### src/rtl/task_dispatch_ctrl_if.sv
// Bus bundle for task_dispatch_ctrl: UART RX bytes in, task payload out,
// task results in, TX bytes out, plus status. The slave modport is the controller side.
interface task_dispatch_ctrl_if #(
   parameter int NUM_TASKS = 8
);
   localparam int SEL_W = (NUM_TASKS > 1) ? $clog2(NUM_TASKS) : 1;

   logic             i_rx_valid;
   logic [7:0]       i_rx_data;
   logic [SEL_W-1:0] o_task_sel;
   logic             o_task_valid;
   logic             o_task_first;
   logic             o_task_last;
   logic [7:0]       o_task_data;
   logic             i_task_valid;
   logic             i_task_last;
   logic [15:0]      i_task_data;
   logic             o_tx_valid;
   logic [7:0]       o_tx_data;
   logic             i_tx_ready;
   logic             o_busy;
   logic             o_err;
   logic [1:0]       o_err_code;

   modport slave (
      input  i_rx_valid, i_rx_data, i_task_valid, i_task_last, i_task_data, i_tx_ready,
      output o_task_sel, o_task_valid, o_task_first, o_task_last, o_task_data,
      output o_tx_valid, o_tx_data, o_busy, o_err, o_err_code
   );

   modport master (
      output i_rx_valid, i_rx_data, i_task_valid, i_task_last, i_task_data, i_tx_ready,
      input  o_task_sel, o_task_valid, o_task_first, o_task_last, o_task_data,
      input  o_tx_valid, o_tx_data, o_busy, o_err, o_err_code
   );
endinterface

### src/rtl/task_dispatch_ctrl.sv
// UART-framed task dispatcher: decodes id/length/payload frames, streams the payload
// to the selected task, buffers its 16-bit results and sends them back MSB byte first.
module task_dispatch_ctrl #(
   parameter int NUM_TASKS  = 8,
   parameter int TIMEOUT    = 1024,
   parameter int FIFO_DEPTH = 4
) (
   input  logic                i_clk,
   input  logic                i_rst_n,
   task_dispatch_ctrl_if.slave bus
);
   localparam int SW = (NUM_TASKS > 1) ? $clog2(NUM_TASKS) : 1;
   localparam int PW = (FIFO_DEPTH > 1) ? $clog2(FIFO_DEPTH) : 1;
   localparam int CW = PW + 1;
   localparam int TW = $clog2(TIMEOUT + 1);
   localparam logic [8:0]    NT_W     = 9'(NUM_TASKS);
   localparam logic [CW-1:0] CNT_FULL = CW'(FIFO_DEPTH);
   localparam logic [CW-1:0] CNT_ONE  = CW'(1);
   localparam logic [PW-1:0] PTR_ONE  = PW'(1);
   localparam logic [TW-1:0] TMO_LAST = TW'(TIMEOUT - 1);
   localparam logic [TW-1:0] TMO_ONE  = TW'(1);

   typedef enum logic [2:0] {
      S_IDLE    = 3'd0,
      S_LEN     = 3'd1,
      S_PAYLOAD = 3'd2,
      S_RESULT  = 3'd3,
      S_DRAIN   = 3'd4
   } state_e;

   state_e        state_q, state_d;
   logic [SW-1:0] sel_q, sel_d;
   logic [7:0]    len_cnt_q, len_cnt_d;
   logic          first_pend_q, first_pend_d;
   logic          task_valid_q, task_valid_d;
   logic          task_first_q, task_first_d;
   logic          task_last_q, task_last_d;
   logic [7:0]    task_data_q, task_data_d;
   logic [TW-1:0] tmo_cnt_q, tmo_cnt_d;
   logic [15:0]   mem_q [FIFO_DEPTH];
   logic [15:0]   mem_d [FIFO_DEPTH];
   logic [PW-1:0] wr_ptr_q, wr_ptr_d;
   logic [PW-1:0] rd_ptr_q, rd_ptr_d;
   logic [CW-1:0] count_q, count_d;
   logic          tx_valid_q, tx_valid_d;
   logic [7:0]    tx_data_q, tx_data_d;
   logic          tx_lsb_q, tx_lsb_d;
   logic          busy_q, busy_d;
   logic          err_q, err_d;
   logic [1:0]    err_code_q, err_code_d;

   logic rx_idle_s, id_ok_s, bad_id_s, rx_len_s, zero_len_s, rx_pay_s, last_byte_s;
   logic in_res_s, push_s, pop_s, full_s, push_ok_s, ovf_s, timeout_s;

   assign rx_idle_s   = (state_q == S_IDLE) && bus.i_rx_valid;
   assign id_ok_s     = ({1'b0, bus.i_rx_data} < NT_W);
   assign bad_id_s    = rx_idle_s && !id_ok_s;
   assign rx_len_s    = (state_q == S_LEN) && bus.i_rx_valid;
   assign zero_len_s  = rx_len_s && (bus.i_rx_data == 8'd0);
   assign rx_pay_s    = (state_q == S_PAYLOAD) && bus.i_rx_valid;
   assign last_byte_s = rx_pay_s && (len_cnt_q == 8'd1);
   assign in_res_s    = (state_q == S_RESULT);
   assign push_s      = in_res_s && bus.i_task_valid;
   // A word leaves the FIFO only once its LSB byte is accepted.
   assign pop_s       = tx_valid_q && bus.i_tx_ready && tx_lsb_q;
   assign full_s      = (count_q == CNT_FULL);
   assign push_ok_s   = push_s && (!full_s || pop_s);
   assign ovf_s       = push_s && !push_ok_s;
   assign timeout_s   = in_res_s && !bus.i_task_valid && (tmo_cnt_q == TMO_LAST);

   // FSM state register
   always_ff @(posedge i_clk or negedge i_rst_n) begin
      if (!i_rst_n) begin
         state_q <= S_IDLE;
      end else begin
         state_q <= state_d;
      end
   end

   // FSM next-state decode
   always_comb begin
      state_d = state_q;
      case (state_q)
         S_IDLE:    if (rx_idle_s && id_ok_s) state_d = S_LEN; else state_d = S_IDLE;
         S_LEN:     if (zero_len_s) state_d = S_IDLE;
                    else if (rx_len_s) state_d = S_PAYLOAD;
                    else state_d = S_LEN;
         S_PAYLOAD: if (last_byte_s) state_d = S_RESULT; else state_d = S_PAYLOAD;
         S_RESULT:  if (timeout_s) state_d = S_IDLE;
                    else if (push_s && bus.i_task_last) state_d = S_DRAIN;
                    else state_d = S_RESULT;
         S_DRAIN:   if ((count_q == {CW{1'b0}}) && !tx_valid_q) state_d = S_IDLE;
                    else state_d = S_DRAIN;
         default:   state_d = S_IDLE;
      endcase
   end

   // Output, FIFO, serializer and error decode
   always_comb begin
      sel_d        = sel_q;
      task_valid_d = 1'b0;
      task_first_d = 1'b0;
      task_last_d  = 1'b0;
      task_data_d  = task_data_q;
      busy_d       = (state_d != S_IDLE);
      if (rx_idle_s && id_ok_s) sel_d = bus.i_rx_data[SW-1:0]; else sel_d = sel_q;

      if (rx_len_s && !zero_len_s) begin
         len_cnt_d    = bus.i_rx_data;
         first_pend_d = 1'b1;
      end else if (rx_pay_s) begin
         task_valid_d = 1'b1;
         task_first_d = first_pend_q;
         task_last_d  = (len_cnt_q == 8'd1);
         task_data_d  = bus.i_rx_data;
         len_cnt_d    = len_cnt_q - 8'd1;
         first_pend_d = 1'b0;
      end else begin
         len_cnt_d    = len_cnt_q;
         first_pend_d = first_pend_q;
      end

      if (in_res_s && !bus.i_task_valid && !timeout_s) tmo_cnt_d = tmo_cnt_q + TMO_ONE;
      else tmo_cnt_d = {TW{1'b0}};

      mem_d    = mem_q;
      wr_ptr_d = wr_ptr_q;
      rd_ptr_d = rd_ptr_q;
      if (push_ok_s) begin
         mem_d[wr_ptr_q] = bus.i_task_data;
         wr_ptr_d        = wr_ptr_q + PTR_ONE;
      end else begin
         wr_ptr_d = wr_ptr_q;
      end
      if (pop_s) rd_ptr_d = rd_ptr_q + PTR_ONE; else rd_ptr_d = rd_ptr_q;
      case ({push_ok_s, pop_s})
         2'b10:   count_d = count_q + CNT_ONE;
         2'b01:   count_d = count_q - CNT_ONE;
         default: count_d = count_q;
      endcase

      tx_valid_d = tx_valid_q;
      tx_data_d  = tx_data_q;
      tx_lsb_d   = tx_lsb_q;
      if (timeout_s) begin
         wr_ptr_d   = {PW{1'b0}};
         rd_ptr_d   = {PW{1'b0}};
         count_d    = {CW{1'b0}};
         tx_valid_d = 1'b0;
         tx_lsb_d   = 1'b0;
      end else if (tx_valid_q && bus.i_tx_ready) begin
         if (!tx_lsb_q) begin
            tx_data_d = mem_q[rd_ptr_q][7:0];
            tx_lsb_d  = 1'b1;
         end else begin
            tx_valid_d = 1'b0;
            tx_lsb_d   = 1'b0;
         end
      end else if (!tx_valid_q && (count_q != {CW{1'b0}}) &&
                   ((state_q == S_RESULT) || (state_q == S_DRAIN))) begin
         tx_valid_d = 1'b1;
         tx_data_d  = mem_q[rd_ptr_q][15:8];
         tx_lsb_d   = 1'b0;
      end else begin
         tx_valid_d = tx_valid_q;
      end

      err_d      = 1'b0;
      err_code_d = err_code_q;
      if (ovf_s || timeout_s) begin
         err_d      = 1'b1;
         err_code_d = 2'd3;
      end else if (zero_len_s) begin
         err_d      = 1'b1;
         err_code_d = 2'd2;
      end else if (bad_id_s) begin
         err_d      = 1'b1;
         err_code_d = 2'd1;
      end else begin
         err_d = 1'b0;
      end
   end

   // Datapath and output registers
   always_ff @(posedge i_clk or negedge i_rst_n) begin
      if (!i_rst_n) begin
         sel_q        <= {SW{1'b0}};
         len_cnt_q    <= 8'd0;
         first_pend_q <= 1'b0;
         task_valid_q <= 1'b0;
         task_first_q <= 1'b0;
         task_last_q  <= 1'b0;
         task_data_q  <= 8'd0;
         tmo_cnt_q    <= {TW{1'b0}};
         mem_q        <= '{default: 16'h0000};
         wr_ptr_q     <= {PW{1'b0}};
         rd_ptr_q     <= {PW{1'b0}};
         count_q      <= {CW{1'b0}};
         tx_valid_q   <= 1'b0;
         tx_data_q    <= 8'd0;
         tx_lsb_q     <= 1'b0;
         busy_q       <= 1'b0;
         err_q        <= 1'b0;
         err_code_q   <= 2'd0;
      end else begin
         sel_q        <= sel_d;
         len_cnt_q    <= len_cnt_d;
         first_pend_q <= first_pend_d;
         task_valid_q <= task_valid_d;
         task_first_q <= task_first_d;
         task_last_q  <= task_last_d;
         task_data_q  <= task_data_d;
         tmo_cnt_q    <= tmo_cnt_d;
         mem_q        <= mem_d;
         wr_ptr_q     <= wr_ptr_d;
         rd_ptr_q     <= rd_ptr_d;
         count_q      <= count_d;
         tx_valid_q   <= tx_valid_d;
         tx_data_q    <= tx_data_d;
         tx_lsb_q     <= tx_lsb_d;
         busy_q       <= busy_d;
         err_q        <= err_d;
         err_code_q   <= err_code_d;
      end
   end

   assign bus.o_task_sel   = sel_q;
   assign bus.o_task_valid = task_valid_q;
   assign bus.o_task_first = task_first_q;
   assign bus.o_task_last  = task_last_q;
   assign bus.o_task_data  = task_data_q;
   assign bus.o_tx_valid   = tx_valid_q;
   assign bus.o_tx_data    = tx_data_q;
   assign bus.o_busy       = busy_q;
   assign bus.o_err        = err_q;
   assign bus.o_err_code   = err_code_q;
endmodule

### src/flat_wrapper.sv
// flat-port wrapper written by rule: the top's interface ports become plain ports
module task_dispatch_ctrl_flat 
#(
   parameter int NUM_TASKS  = 8,
   parameter int TIMEOUT    = 1024,
   parameter int FIFO_DEPTH = 4
)
  (i_clk, i_rst_n, bus_i_rx_valid, bus_i_rx_data, bus_i_task_valid, bus_i_task_last, bus_i_task_data, bus_i_tx_ready, bus_o_task_sel, bus_o_task_valid, bus_o_task_first, bus_o_task_last, bus_o_task_data, bus_o_tx_valid, bus_o_tx_data, bus_o_busy, bus_o_err, bus_o_err_code);
  task_dispatch_ctrl_if #(.NUM_TASKS(NUM_TASKS)) bus_i ();
  input  logic i_clk;
  input  logic i_rst_n;
  input wire logic [$bits(bus_i.i_rx_valid)-1:0] bus_i_rx_valid;
  input wire logic [$bits(bus_i.i_rx_data)-1:0] bus_i_rx_data;
  input wire logic [$bits(bus_i.i_task_valid)-1:0] bus_i_task_valid;
  input wire logic [$bits(bus_i.i_task_last)-1:0] bus_i_task_last;
  input wire logic [$bits(bus_i.i_task_data)-1:0] bus_i_task_data;
  input wire logic [$bits(bus_i.i_tx_ready)-1:0] bus_i_tx_ready;
  output wire logic [$bits(bus_i.o_task_sel)-1:0] bus_o_task_sel;
  output wire logic [$bits(bus_i.o_task_valid)-1:0] bus_o_task_valid;
  output wire logic [$bits(bus_i.o_task_first)-1:0] bus_o_task_first;
  output wire logic [$bits(bus_i.o_task_last)-1:0] bus_o_task_last;
  output wire logic [$bits(bus_i.o_task_data)-1:0] bus_o_task_data;
  output wire logic [$bits(bus_i.o_tx_valid)-1:0] bus_o_tx_valid;
  output wire logic [$bits(bus_i.o_tx_data)-1:0] bus_o_tx_data;
  output wire logic [$bits(bus_i.o_busy)-1:0] bus_o_busy;
  output wire logic [$bits(bus_i.o_err)-1:0] bus_o_err;
  output wire logic [$bits(bus_i.o_err_code)-1:0] bus_o_err_code;
  assign bus_i.i_rx_valid = bus_i_rx_valid;
  assign bus_i.i_rx_data = bus_i_rx_data;
  assign bus_i.i_task_valid = bus_i_task_valid;
  assign bus_i.i_task_last = bus_i_task_last;
  assign bus_i.i_task_data = bus_i_task_data;
  assign bus_i.i_tx_ready = bus_i_tx_ready;
  assign bus_o_task_sel = bus_i.o_task_sel;
  assign bus_o_task_valid = bus_i.o_task_valid;
  assign bus_o_task_first = bus_i.o_task_first;
  assign bus_o_task_last = bus_i.o_task_last;
  assign bus_o_task_data = bus_i.o_task_data;
  assign bus_o_tx_valid = bus_i.o_tx_valid;
  assign bus_o_tx_data = bus_i.o_tx_data;
  assign bus_o_busy = bus_i.o_busy;
  assign bus_o_err = bus_i.o_err;
  assign bus_o_err_code = bus_i.o_err_code;
  task_dispatch_ctrl #(.NUM_TASKS(NUM_TASKS), .TIMEOUT(TIMEOUT), .FIFO_DEPTH(FIFO_DEPTH)) u_core (.i_clk(i_clk), .i_rst_n(i_rst_n), .bus(bus_i));
endmodule
### config.mk
export PLATFORM = sky130hd
export DESIGN_NAME = task_dispatch_ctrl_flat
export DESIGN_NICKNAME = d
export VERILOG_FILES = /design/src/rtl/task_dispatch_ctrl_if.sv /design/src/rtl/task_dispatch_ctrl.sv /design/src/flat_wrapper.sv
export SDC_FILE = /design/constraint.sdc
export NUM_CORES = 1
export LEC_CHECK = 0
export ABC_AREA = 1
export CORE_ASPECT_RATIO = 0.5
export CORE_MARGIN = 10
export CORE_UTILIZATION = 62
export CTS_CLUSTER_SIZE = 8
export DETAILED_ROUTE_END_ITERATION = 10
export GPL_ROUTABILITY_DRIVEN = 0
export HOLD_SLACK_MARGIN = 0.02
export PLACE_DENSITY = 0.85
export SYNTH_ARGS = -nofsm -noshare
export SYNTH_HDL_FRONTEND = slang
export SYNTH_SLANG_ARGS = --single-unit
export TNS_END_PERCENT = 20
### constraint.sdc
create_clock -name i_clk -period 3.65 [get_ports i_clk]
set_input_delay 0.73 -clock i_clk [delete_from_list [all_inputs] [get_ports i_clk]]
set_output_delay 0.73 -clock i_clk [all_outputs]
set_load 0.02 [all_outputs]
==> results.md, run 1 <==
- The tightest min-delay check is of the in2async type.
- The count of state elements after synthesis is ~120.
- The max-slew violation count was 0.
- Setup repair after global routing left no endpoint under its margin.
- The required time reported for the critical path endpoint is a little under 4000 ps.
- Relative to the synthesized area, the layout overhead comes to 18.0%.
- In this run the count of I/O pins placed on the die edge is 57.
- Detailed routing inserted a total of around 5,000 vias.
- The maximum clock path buffer count is 2.
- Global routing consumed, on the met3 layer, under 10% of the routing resources.
- The area of all placed cells without fillers is around 7300 sq um.
- The total global-route track usage is slightly above 20%.
- The leading cell type in the layout, fill and taps excluded is sky130_fd_sc_hd__nand2_1.
- The share of synthesized area occupied by flip-flops and latches is roughly half.
- Net switching is between 30 and 40% of the power.
- Counting flops with an async set or reset pin after synthesis yields a share of 100%.
- The chip width is about 160 microns.
- Setup violations remaining at the end of the flow were counted as 0.
- The floorplan step defined a die boundary enclosing around 15,000 sq um.
- The via-per-instance ratio is ~5.3.
- VDD sags by at most ~380 uV.
- The count of nets left with antenna violations after detail routing is 0.
- The worst setup path is launched from an input port.
- The number of iterations in the first detailed-routing pass is 5.
- The synthesized design devotes to its leading area cell type 49.1% of total area.
- After detailed placement, the total cell area comes to a little under 7000 sq um.
- The H-tree generated during clock tree synthesis spans 4 levels.
- The analysis attributes to cell leakage a power of 0.00360 uW.
- For the final routed database, the setup TNS stands at 0 ps.
- After detailed routing, the number of remaining DRC violations is 0.
- The insertion delay to the later sink of the worst-skew pair is 420 ps.
- The gate count after technology mapping is between 700 and 800.
- The count of flip-flops with a built-in enable after synthesis is 0.
- Clock-pin slew was measured on the worst setup and hold paths at ~50 ps.
- The met1 layer usage reported by global route is 26.1%.
- The net count of the finished layout is about 850.
- Derived from the worst setup path, the maximum achievable clock frequency is 380 MHz.
- The synthesis warning total is 0.
- The biggest area contributor in the post-synthesis netlist is sky130_fd_sc_hd__dfrtp_1.
- TritonCTS created 17 clock buffers.
- Entering global routing, the biggest net connects 74 pins.
- The internal portion of the total power is 3270 uW.
- After floorplanning, the core was divided into 25 placement rows.
- In the synthesized netlist the dominant register cell turns out to be sky130_fd_sc_hd__dfrtp_1.
- The clock network burns approximately 30% of the power.
- TritonCTS built the clock tree.
- The critical path is of the in2reg type.
- The HPWL after detailed placement is between 9000 and 10,000 microns.
- The flow ran to the end, and the final reports show no timing, DRC or antenna violations.
- The sum of overflow across all layers after global routing is 0.
- Global routing used between 30% and 40% of the available met2 tracks.
- Dividing the final minimum period by the clock period gives a little over 70%.
- The area of the mapped netlist is slightly above 6000 sq um.
- The maximum fanout along the worst path is 10.
- The number of buffers inserted by port buffering is 56.
- The relative slew slack is between 20% and 30%.
- The via count of the first global-routing pass is 4,985.
- The floorplan step set the die height to ~91 microns.
- The number of antenna violations at the first check in global routing was 0.
- 0 antenna diodes ended up in the layout.
- For this block, the initial DRC count from the detailed router was 459.
- The global-route wire length before repair is about 24,000 microns.
- Across the run, the number of max-cap violations was 0.
- For this configuration, the core starts out at a cell density of around two thirds.
- The clock net in this run drives a total of between 100 and 150 sinks.
- Clock tree synthesis selected as its root buffer the cell sky130_fd_sc_hd__clkbuf_16.
- The layer flagged by global routing as most heavily used is met2.
- In this run the power density over the cells is roughly 700 nW/um^2.
- In the final layout, the share of cells above drive strength 1 is 12.3%.
- For this design, the CTS-stage hold fixing added 0 buffers.
- Across all hold checks on the routed design, the worst slack comes to 324 ps.
- The clock skew after layout is 7.48 ps.
- The kind of end point of the critical path is a flop.
- The reg-to-reg critical path startpoint is u_core.bus.o_tx_valid$_DFFE_PN0P_.
- The minimum clock period after layout is around 2600 ps.
- The transition time at the pin with the least slew margin is between 1000 and 1500 ps.
- The synthesized netlist contains 35 unique library cells.
- The final layout contains routed wiring with a total length of around 14,000 microns.
- The worst path arrival time is about 2900 ps.
- Counting cells, the worst reg-to-reg path comes to 11.
- The destination of the worst register-to-register timing path is u_core.count_q[2]$_DFFE_PN0P_.
- The flop-to-flop setup slack is about 1400 ps.
- The placeable core region is 9600 sq um.
- The total nets after synthesis is 790.
- The worst setup slack after layout is just over 1000 ps.
- After clock tree synthesis, the repair step resized 0 gates.
- The sum of internal, switching and leakage power is 5150 uW.
- The average detailed-routed wire length per instance is between 15 and 20 microns.
- The post-synthesis area per instance is around 8.3 sq um.
- By area the synthesized netlist is led by sky130_fd_sc_hd__dfrtp_1 (49%), sky130_fd_sc_hd__nand2_1 (16%), sky130_fd_sc_hd__o21ai_2 (7.0%).
- The relative contribution of sequential cells to total power is 35.6%.
- Leaving out fill and tap cells, the most frequent cells in the layout are sky130_fd_sc_hd__nand2_1 (264), sky130_fd_sc_hd__dfrtp_1 (122), sky130_fd_sc_hd__inv_1 (98).
- In this run the power spent charging and discharging nets is around 1900 uW.
- The worst slack at placement is about 640 ps.
- The number of hold violations in the final report is 0.
- Per report_power, the combinational group accounts for 34.1% of the total.
- The number of setup buffers added after CTS is 0.
how the worst max path moves through the flow:
stage	slack (ps)	from	to
final	1020	bus_i_tx_ready	u_core.count_q[2]$_DFFE_PN0P_
after global routing	870	bus_i_tx_ready	u_core.count_q[2]$_DFFE_PN0P_
after CTS	1060	bus_i_tx_ready	u_core.count_q[2]$_DFFE_PN0P_
after detailed placement	640	bus_i_tx_ready	u_core.count_q[2]$_DFFE_PN0P_
after global placement	730	bus_i_tx_ready	u_core.count_q[2]$_DFFE_PN0P_
after floorplan	1340	bus_i_tx_ready	u_core.count_q[2]$_DFFE_PN0P_
cell type report:
| cell class | count | area, sq um |
|---|---|---|
| clock buffers | 24 | 472 |
| well taps | 135 | 169 |
| clock inverters | 8 | 70.1 |
| inverters | 103 | 392 |
| multi-input cells | 502 | 2580 |
| fillers | 689 | 2270 |
| repair buffers | 60 | 601 |
| flip-flops and latches | 122 | 3050 |
cells by family after synthesis:
family / synth area share (%)
simple gates: 27.7
buf+inv: 9.36
flops: 49.1
compound gates: 10.1
xor+xnor: 1.55
fa+ha+maj: 1.93
mux: 0.161
synthesized netlist by cell type, types with 2 or more instances:
cell / instances
sky130_fd_sc_hd__nor3_1: 3
sky130_fd_sc_hd__xor2_1: 6
sky130_fd_sc_hd__nand3_2: 2
sky130_fd_sc_hd__inv_2: 3
sky130_fd_sc_hd__nand3_1: 62
sky130_fd_sc_hd__xnor2_1: 5
sky130_fd_sc_hd__nand2_4: 2
sky130_fd_sc_hd__nor2_2: 5
sky130_fd_sc_hd__inv_1: 98
sky130_fd_sc_hd__clkbuf_1: 3
sky130_fd_sc_hd__nand4_1: 5
sky130_fd_sc_hd__buf_6: 12
sky130_fd_sc_hd__buf_2: 8
sky130_fd_sc_hd__nor2_1: 40
sky130_fd_sc_hd__o21ai_2: 50
sky130_fd_sc_hd__dfrtp_1: 122
sky130_fd_sc_hd__nor2_8: 4
sky130_fd_sc_hd__nor3b_1: 2
sky130_fd_sc_hd__a21oi_1: 9
sky130_fd_sc_hd__ha_1: 8
sky130_fd_sc_hd__o21ai_0: 25
sky130_fd_sc_hd__nand2_1: 264
flip-flops by register name, summed over array words and instances, names as in the netlist, 3 cells and up:
| signal | flops |
|---|---|
| u_core.bus.o_tx_data | 8 |
| u_core.bus.o_task_sel | 3 |
| u_core.tmo_cnt_q | 11 |
| u_core.mem_q | 64 |
| u_core.count_q | 3 |
| u_core.bus.o_task_data | 8 |
| u_core.len_cnt_q | 8 |
| u_core.state_q | 3 |
per-stage QoR:
step           std cells  utilization (%)
2_1_floorplan        751                -
3_3_place_gp         922             70.7
3_5_place_dp         922             70.7
4_1_cts              954             76.4
5_1_grt              954             76.4
6_report             954             76.4
per-layer routing:
metal / share of wire (%) / vias to the layer above
li1: - / 2452
met1: 45 / 2398
met2: 47 / 135
met3: 6.3 / 31
met4: 2.0 / 0
met5: 0 / -
power groups by stage:
stage	sequential (uW)	combinational [uW]	clock [uW]
after global routing	1860	1950	1640
after CTS	1830	1760	1570
after floorplan	1950	1010	0
after global placement	1830	1690	0
after detailed placement	1840	1730	0
final	1830	1760	1560
critical path, cell delays in order:
cell and delay (ps):
sky130_fd_sc_hd__clkdlybuf4s50_1 510, sky130_fd_sc_hd__nand2_4 120, sky130_fd_sc_hd__inv_6 120, sky130_fd_sc_hd__nand2_4 70, sky130_fd_sc_hd__nand3_4 100, sky130_fd_sc_hd__nand2_8 120, sky130_fd_sc_hd__ha_1 250, sky130_fd_sc_hd__fa_1 390
sky130_fd_sc_hd__a21oi_1 140, sky130_fd_sc_hd__o21ai_0 130, sky130_fd_sc_hd__xor2_1 180, sky130_fd_sc_hd__nor2_1 60
Power figures use the tool's default switching activity.
==> inputs of run 2 (changes only) <==
--- a/config.mk
+++ b/config.mk
@@ -8,12 +8,12 @@
 export ABC_AREA = 1
 export CORE_ASPECT_RATIO = 0.5
 export CORE_MARGIN = 10
-export CORE_UTILIZATION = 62
+export CORE_UTILIZATION = 58
 export CTS_CLUSTER_SIZE = 8
 export DETAILED_ROUTE_END_ITERATION = 10
 export GPL_ROUTABILITY_DRIVEN = 0
 export HOLD_SLACK_MARGIN = 0.02
-export PLACE_DENSITY = 0.85
+export PLACE_DENSITY = 0.8
 export SYNTH_ARGS = -nofsm -noshare
 export SYNTH_HDL_FRONTEND = slang
 export SYNTH_SLANG_ARGS = --single-unit
==> constraint.sdc (replaced) <==
create_clock -name i_clk -period 2.7 [get_ports i_clk]
set_input_delay 0.54 -clock i_clk [delete_from_list [all_inputs] [get_ports i_clk]]
set_output_delay 0.54 -clock i_clk [all_outputs]
set_load 0.02 [all_outputs]
==> results.md, run 2 (synthesis results as in run 1) <==
- The kind of end point of the critical path is a flop.
- The area of all placed cells without fillers is 7500 sq um (+2.3%).
- The antenna diode count is 0 (unchanged).
- The fraction of power spent switching nets was 35.1% (-1.5 points).
- The largest registers in the layout are u_core.mem_q x64, u_core.tmo_cnt_q x11.
- The via-per-instance ratio is 5.19 (-1.3%).
- The clock power share is 31.9% (+1.6 points).
- The insertion delay to the later sink of the worst-skew pair is 410 ps (about the same).
- The first-iteration detailed-routing DRC count is 367 (-20%).
- The pin count of the biggest net entering global routing came to 62 (-16%).
- The power density of the placed cells came to 952 nW/um^2 (+35%).
- The clock sink count is 122 (unchanged).
- The post-route setup TNS is 0 ps (unchanged).
- The CTS clock-pin slew for the worst setup and hold paths was 60 ps (about the same).
- The chip width is 166 microns (+3.0%).
- The critical path launch point type is an input port.
- After global routing, the most crowded layer is met2.
- The minimum clock period after layout is approximately 2200 ps.
- TritonCTS built the clock tree.
- The biggest cell delay along the critical path was 520 ps (about the same).
- The worst path arrival time is 2440 ps (-490 ps).
- The number of hold violations in the final report was 0 (unchanged).
- The number of buffers inserted during clock tree synthesis is 17 (unchanged).
- The detailed-route wire length is 14,200 microns (-1.6%).
- The average detailed-routed wire length per instance is 14.6 microns (-3.1%).
- The placeable core region is 10,300 sq um (+7.4%).
- The boundary pin count is 57 (unchanged).
- The type of the worst min-delay path is in2async.
- The number of standard-cell rows in the floorplan is 26 (+4.0%).
- The net count of the finished layout is 855 (+1.2%).
- The number of iterations in the first detailed-routing pass came to 6 (+1).
- The number of setup buffers added after CTS is 0 (unchanged).
- Setup repair after global routing left no endpoint under its margin.
- The number of maximum-capacitance constraint violations is 0 (unchanged).
- The die height was 93.2 microns (+2.6%).
- The number of instances resized during post-cts repair was 0 (unchanged).
- The maximum clock path buffer count is 2 (unchanged).
- The share of cells above drive strength 1 is 13.3% (+0.94 points).
- The max-slew violation count came to 0 (unchanged).
- The area growth from synthesis to layout is 20.7%.
- The via count of the first global-routing pass came to 4,922 (-1.3%).
- The flow ran to the end, and the final reports show no timing, DRC or antenna violations.
- The count of nets left with antenna violations after detail routing is 0 (unchanged).
- After layout, the worst path uses between 80% and 90% of the clock period.
- Static timing analysis puts the maximum clock frequency at 462 MHz.
- The number of buffers inserted by port buffering is 56 (unchanged).
- The setup violation total in the final timing report came to 0 (unchanged).
- The global-route wire length before repair is 24,200 microns (-0.45%).
- The number of DRC violations after detailed routing is 0 (unchanged).
- The number of buffers and inverters on the critical path is 2 (unchanged).
- The met1 layer usage reported by global route was 24.6% (-1.6 points).
- The total of hold buffers inserted after clock tree synthesis is 0 (unchanged).
- The fraction of met2 tracks used by global routing came to 30.1% (-1.5 points).
- The relative contribution of sequential cells to total power was 34.6% (-1.0 points).
- The maximum fanout along the worst path was 3 (-7).
- The flip-flop count of the largest register after layout came to 64 (unchanged).
- The leading cell type in the layout, fill and taps excluded is sky130_fd_sc_hd__nand2_1.
- The post-detailed-placement half-perimeter wirelength was 9300 microns (+0.14%).
- The reported leakage power is 0.00368 uW (+2.1%).
- The required time reported for the critical path endpoint is 2970 ps (-980 ps).
- The portion of total power attributed to combinational logic was 33.5% (-0.6 points).
- The number of H-tree levels is 4 (unchanged).
- The number of antenna violations at the first check in global routing is 0 (unchanged).
- The sum of overflow across all layers after global routing is 0 (unchanged).
- The cell family contributing the most delay on the critical path is buffers and inverters.
- The clock skew after layout is 10.2 ps (+2.75 ps).
- The worst-path cell with the longest stage delay is sky130_fd_sc_hd__clkdlybuf4s50_1.
- The total die area is 15,500 sq um (+5.7%).
- The area of placed instances is 6910 sq um (+1.7%).
- u_core.mem_q holds more flip-flops than any other register.
- The cell-internal power came to 4630 uW (+42%).
- The overall via count from detail_route came to 5,030 (+0.28%).
- The total global-route track usage is 18.8% (-1.7 points).
- In the layout the commonest cells are sky130_fd_sc_hd__nand2_1 (264), sky130_fd_sc_hd__dfrtp_1 (122), sky130_fd_sc_hd__inv_1 (98).
- Walking the worst path, the cells encountered are clkdlybuf4s50_1 > nand4_1 > inv_2 > nand2_8 > ha_1 > fa_1 > a21oi_1 > o21ai_0 > xor2_1 > nor2_1.
- The cell sitting at the root of the clock tree is a sky130_fd_sc_hd__clkbuf_16.
- The net switching power figure was 2510 uW (+33%).
- The starting utilization of the core area came to 60.3% (-4.5 points).
- The critical path is of the in2reg type.
- The relative slew slack is 48.5% (+21 points).
- The maximum vdd ir drop is 644 uV (+69%).
- The transition time at the pin with the least slew margin is 772 ps (-307 ps).
- The global-route met3 utilization came to 5.14% (-2.0 points).
run 2: changes by cell type in the layout (fill, tap and decap cells not counted):
cell                        previous run  this run
sky130_fd_sc_hd__buf_12                1         4
sky130_fd_sc_hd__clkbuf_1              5         6
sky130_fd_sc_hd__buf_4                 4        11
sky130_fd_sc_hd__bufinv_16             1         3
sky130_fd_sc_hd__clkinv_2              5         2
run 2: through the flow:
stage                     utilization [%]  std cells  hold slack, ps  power, uW  setup WS (ps)
after global placement               67.0        937             449       4790            175
after global routing                 72.7        969             277       7570            418
after detailed placement             67.0        937             459       4860            107
after CTS                            72.7        969             232       7160            536
after floorplan                         -        751             244       4000            560
final                                72.7        969             210       7140            533
run 2: power groups by stage:
stage	Combinational, uW	Clock [uW]	Sequential, uW
after floorplan	1360	0	2640
after global placement	2310	0	2480
after detailed placement	2370	0	2490
after CTS	2390	2300	2470
after global routing	2670	2380	2520
final	2390	2280	2470
run 2: worst register-to-register path: stages, from the launching register on:
cell and delay, ps:
sky130_fd_sc_hd__dfrtp_1 400, sky130_fd_sc_hd__inv_2 110, sky130_fd_sc_hd__nand4_1 130, sky130_fd_sc_hd__inv_2 140, sky130_fd_sc_hd__nand2_8 60, sky130_fd_sc_hd__ha_1 210
sky130_fd_sc_hd__fa_1 390, sky130_fd_sc_hd__a21oi_1 130, sky130_fd_sc_hd__o21ai_0 110, sky130_fd_sc_hd__xor2_1 140, sky130_fd_sc_hd__nor2_1 50
run 2: layout make-up:
type	count	area [sq um]
sequential	122	3050
fill	764	2810
multi-input combinational	502	2580
timing repair buffer	70	713
clock buffer	25	475
inverter	103	392
tap	140	175
clock inverter	7	115
run 2: final timing paths:
check / start / to / slack [ps] / cells past startpoint
max in group asynchronous: i_rst_n / u_core.mem_q[54]$_DFFE_PN0P_ / 1740 / 2
max reg2reg: u_core.state_q[2]$_DFF_PN0_ / u_core.count_q[2]$_DFFE_PN0P_ / 700 / 10
min reg2reg: u_core.tmo_cnt_q[0]$_DFF_PN0_ / u_core.tmo_cnt_q[0]$_DFF_PN0_ / 460 / 1
min: i_rst_n / u_core.tmo_cnt_q[2]$_DFF_PN0_ / 210 / 1
min in group i_clk: u_core.tmo_cnt_q[0]$_DFF_PN0_ / u_core.tmo_cnt_q[0]$_DFF_PN0_ / 460 / 1
max: bus_i_task_valid / u_core.count_q[2]$_DFFE_PN0P_ / 530 / 10
run 2: routing by layer:
layer / share of wire, % / vias up / wire length (microns)
met1: 45 / 2384 / 6370
met3: 7.2 / 14 / 1020
met5: 0 / - / 0
met4: 0.99 / 0 / 141
li1: - / 2481 / -
met2: 47 / 151 / 6640
==> inputs of run 3 (changes only) <==
==> constraint.sdc (replaced) <==
create_clock -name i_clk -period 2 [get_ports i_clk]
set_input_delay 0.4 -clock i_clk [delete_from_list [all_inputs] [get_ports i_clk]]
set_output_delay 0.4 -clock i_clk [all_outputs]
set_load 0.02 [all_outputs]
==> results.md, run 3 (synthesis results as in run 1) <==
- The run finished with clean final reports.
- The insertion delay to the later sink of the worst-skew pair is 420 ps (about the same).
- The largest registers in the layout are u_core.mem_q x64, u_core.tmo_cnt_q x11.
- The starting utilization of the core area is 60.3% (unchanged).
- The biggest cell delay along the critical path came to 510 ps (about the same).
- The number of iterations in the first detailed-routing pass is 5 (-1).
- The relative slew slack is 52.3% (+3.8 points).
- The slowest stage of the critical path is the sky130_fd_sc_hd__clkdlybuf4s50_1 cell.
- The min-delay analysis places its worst path in the category in2async.
- The count of nets left with antenna violations after detail routing is 0 (unchanged).
- The relative contribution of sequential cells to total power is 34.1% (-0.5 points).
- Leaving out fill and tap cells, the most frequent cell in the layout is sky130_fd_sc_hd__nand2_1.
- The number of hold violations in the final report was 0 (unchanged).
- The die height is 93.2 microns (unchanged).
- The total of hold buffers inserted after clock tree synthesis is 0 (unchanged).
- The non-filler instance count after layout is 993 (+2.5%).
- The hold slack is 6.96 ps (-203 ps).
- The fraction of power spent switching nets is 36.0% (+0.87 points).
- The area growth from synthesis to layout is 24.9%.
- The number of maximum-capacitance constraint violations is 0 (unchanged).
- The number of buffers inserted during clock tree synthesis is 17 (unchanged).
- The met1 layer usage reported by global route is 23.6% (-0.95 points).
- The clock sink count came to 122 (unchanged).
- The maximum vdd ir drop was 696 uV (+8.0%).
- The number of buffers inserted by port buffering is 56 (unchanged).
- The overall via count from detail_route is 5,212 (+3.6%).
- The average detailed-routed wire length per instance is 15.5 microns (+5.6%).
- The post-detailed-placement half-perimeter wirelength came to 9990 microns (+7.4%).
- Grouping stages by cell kind, the critical path spends the most delay in buffers and inverters.
- The sum of overflow across all layers after global routing is 0 (unchanged).
- The clock power share came to 31.1% (-0.8 points).
- The max-slew violation count is 0 (unchanged).
- The total global-route track usage was 20.0% (+1.2 points).
- The total die area was 15,500 sq um (unchanged).
- The cell-internal power came to 6280 uW (+36%).
- The transition time at the pin with the least slew margin was 715 ps (-57.4 ps).
- The net switching power figure is 3530 uW (+41%).
- The boundary pin count came to 57 (unchanged).
- The required time reported for the critical path endpoint was 2300 ps (-670 ps).
- The number of cells in the design after placement is 959 (+2.3%).
- STA classifies the critical path startpoint as an input port.
- The post-route setup TNS came to 0 ps (unchanged).
- The library cells used most frequently in the layout, excluding fill and tap cells, are sky130_fd_sc_hd__nand2_1 (264), sky130_fd_sc_hd__dfrtp_1 (121), sky130_fd_sc_hd__inv_1 (98).
- The CTS tree is built.
- The via count of the first global-routing pass is 5,481 (+11%).
- The number of H-tree levels is 4 (unchanged).
- The power density of the placed cells is 1260 nW/um^2 (+33%).
- The flip-flop count of the largest register after layout was 64 (unchanged).
- The portion of total power attributed to combinational logic is 34.7% (+1.2 points).
- The register containing the most flip-flops in the final layout is u_core.mem_q.
- The antenna diode count is 0 (unchanged).
- The global-route met3 utilization is 5.47% (+0.33 points).
- After global routing, the most crowded layer is met2.
- The type of the worst setup path is in2reg.
- Setup repair after global routing left no endpoint under its margin.
- CTS placed an instance of sky130_fd_sc_hd__clkbuf_16 at the clock tree root.
- The detailed-route wire length is 15,300 microns (+8.2%).
- The number of DRC violations after detailed routing is 0 (unchanged).
- The maximum fanout along the worst path is 2 (-1).
- The global-route wire length before repair is 25,600 microns (+5.8%).
- The worst reg2reg path depth is 10 (unchanged).
- After layout, the worst path uses a little over nine tenths of the clock period.
- The setup violation total in the final timing report was 0 (unchanged).
- The share of cells above drive strength 1 is 16.8% (+3.5 points).
- The clock skew after layout is 9.09 ps (-1.14 ps).
- The maximum clock path buffer count is 2 (unchanged).
- The first-iteration detailed-routing DRC count is 446 (+22%).
- Based on the critical path, the design can be clocked at up to about 520 MHz.
- The minimum clock period after layout is approximately 1900 ps.
- The worst path arrival time is 2220 ps (-220 ps).
- The via-per-instance ratio was 5.25 (+1.1%).
- The worst setup path is captured at a flop.
- The fraction of met2 tracks used by global routing is 34.4% (+4.3 points).
- The number of antenna violations at the first check in global routing is 0 (unchanged).
- The number of buffers and inverters on the critical path was 2 (unchanged).
- The reported leakage power was 0.00381 uW (+3.7%).
- The net count of the finished layout came to 879 (+2.8%).
- The number of logic stages on the critical path including buffering came to 10 (unchanged).
- The pin count of the biggest net entering global routing is 123 (+98%).
- The CTS clock-pin slew for the worst setup and hold paths is 50 ps (about the same).
- Walking the worst path, the cells encountered are clkdlybuf4s50_1 > nand4_1 > inv_2 > nand2_8 > ha_2 > fa_2 > a21oi_2 > o21ai_1 > xor2_1 > nor2_1.
- The number of standard-cell rows in the floorplan came to 26 (unchanged).
- The chip width came to 166 microns (unchanged).
- The placeable core region is 10,300 sq um (unchanged).
## run 3: changes by cell type in the layout (fill, tap and decap cells not counted), moves of 2 or more
cell                         delta
sky130_fd_sc_hd__buf_12         +6
sky130_fd_sc_hd__clkinv_2       +5
sky130_fd_sc_hd__buf_4         +18
sky130_fd_sc_hd__clkbuf_8       -2
sky130_fd_sc_hd__clkinvlp_4     +2
sky130_fd_sc_hd__clkbuf_1       -5
## run 3: worst paths after layout
kind                            slack, ps                             startpoint                               endpoint
worst min-delay path                    7                                i_rst_n          u_core.tmo_cnt_q[2]$_DFF_PN0_
max in group asynchronous            1350                                i_rst_n      u_core.bus.o_tx_valid$_DFFE_PN0P_
min in group i_clk                    470  u_core.bus.o_task_data[5]$_DFFE_PN0P_  u_core.bus.o_task_data[5]$_DFFE_PN0P_
worst max-delay path                   80                       bus_i_task_valid          u_core.count_q[2]$_DFFE_PN0P_
worst min register to register        470  u_core.bus.o_task_data[5]$_DFFE_PN0P_  u_core.bus.o_task_data[5]$_DFFE_PN0P_
worst max register to register        120            u_core.state_q[2]$_DFF_PN0_          u_core.count_q[2]$_DFFE_PN0P_
## run 3: final cells by class
type,instances,area (sq um)
clock buffers,18,429
well taps,140,175
multi-input cells,502,2590
clock inverters,14,155
flip-flops and latches,122,3050
inverters,103,392
repair buffers,94,968
fillers,706,2550
## run 3: what timing repair did
item,in CTS,in global routing
setup endpoints to repair,0,1
endpoints found under the hold margin,0,0
resized for setup,0,2
setup buffers,0,2
## run 3: routing by layer
metal,share of wire (%),vias to the layer above
li1,-,2524
met1,43,2497
met2,49,163
met3,5.9,28
met4,1.7,0
met5,0,-
## run 3: stage by stage
| stage | worst slack, ps | utilization, % | total power, uW | instance area, sq um |
|---|---|---|---|---|
| global placement | -291 | 69.4 | 6590 | 7160 |
| CTS | 44.3 | 75.1 | 9820 | 7740 |
| finish | 80.6 | 75.3 | 9810 | 7760 |
| floorplan | 11.3 | - | 5410 | 6220 |
| global route | 2.36 | 75.3 | 10300 | 7760 |
| detailed placement | -391 | 69.4 | 6700 | 7160 |
## run 3: power groups by stage
stage               clock network [uW]  registers [uW]  logic [uW]
finish                            3050            3350        3410
global route                      3200            3400        3740
CTS                               3070            3340        3400
detailed placement                   0            3360        3330
global placement                     0            3360        3240
floorplan                            0            3560        1840
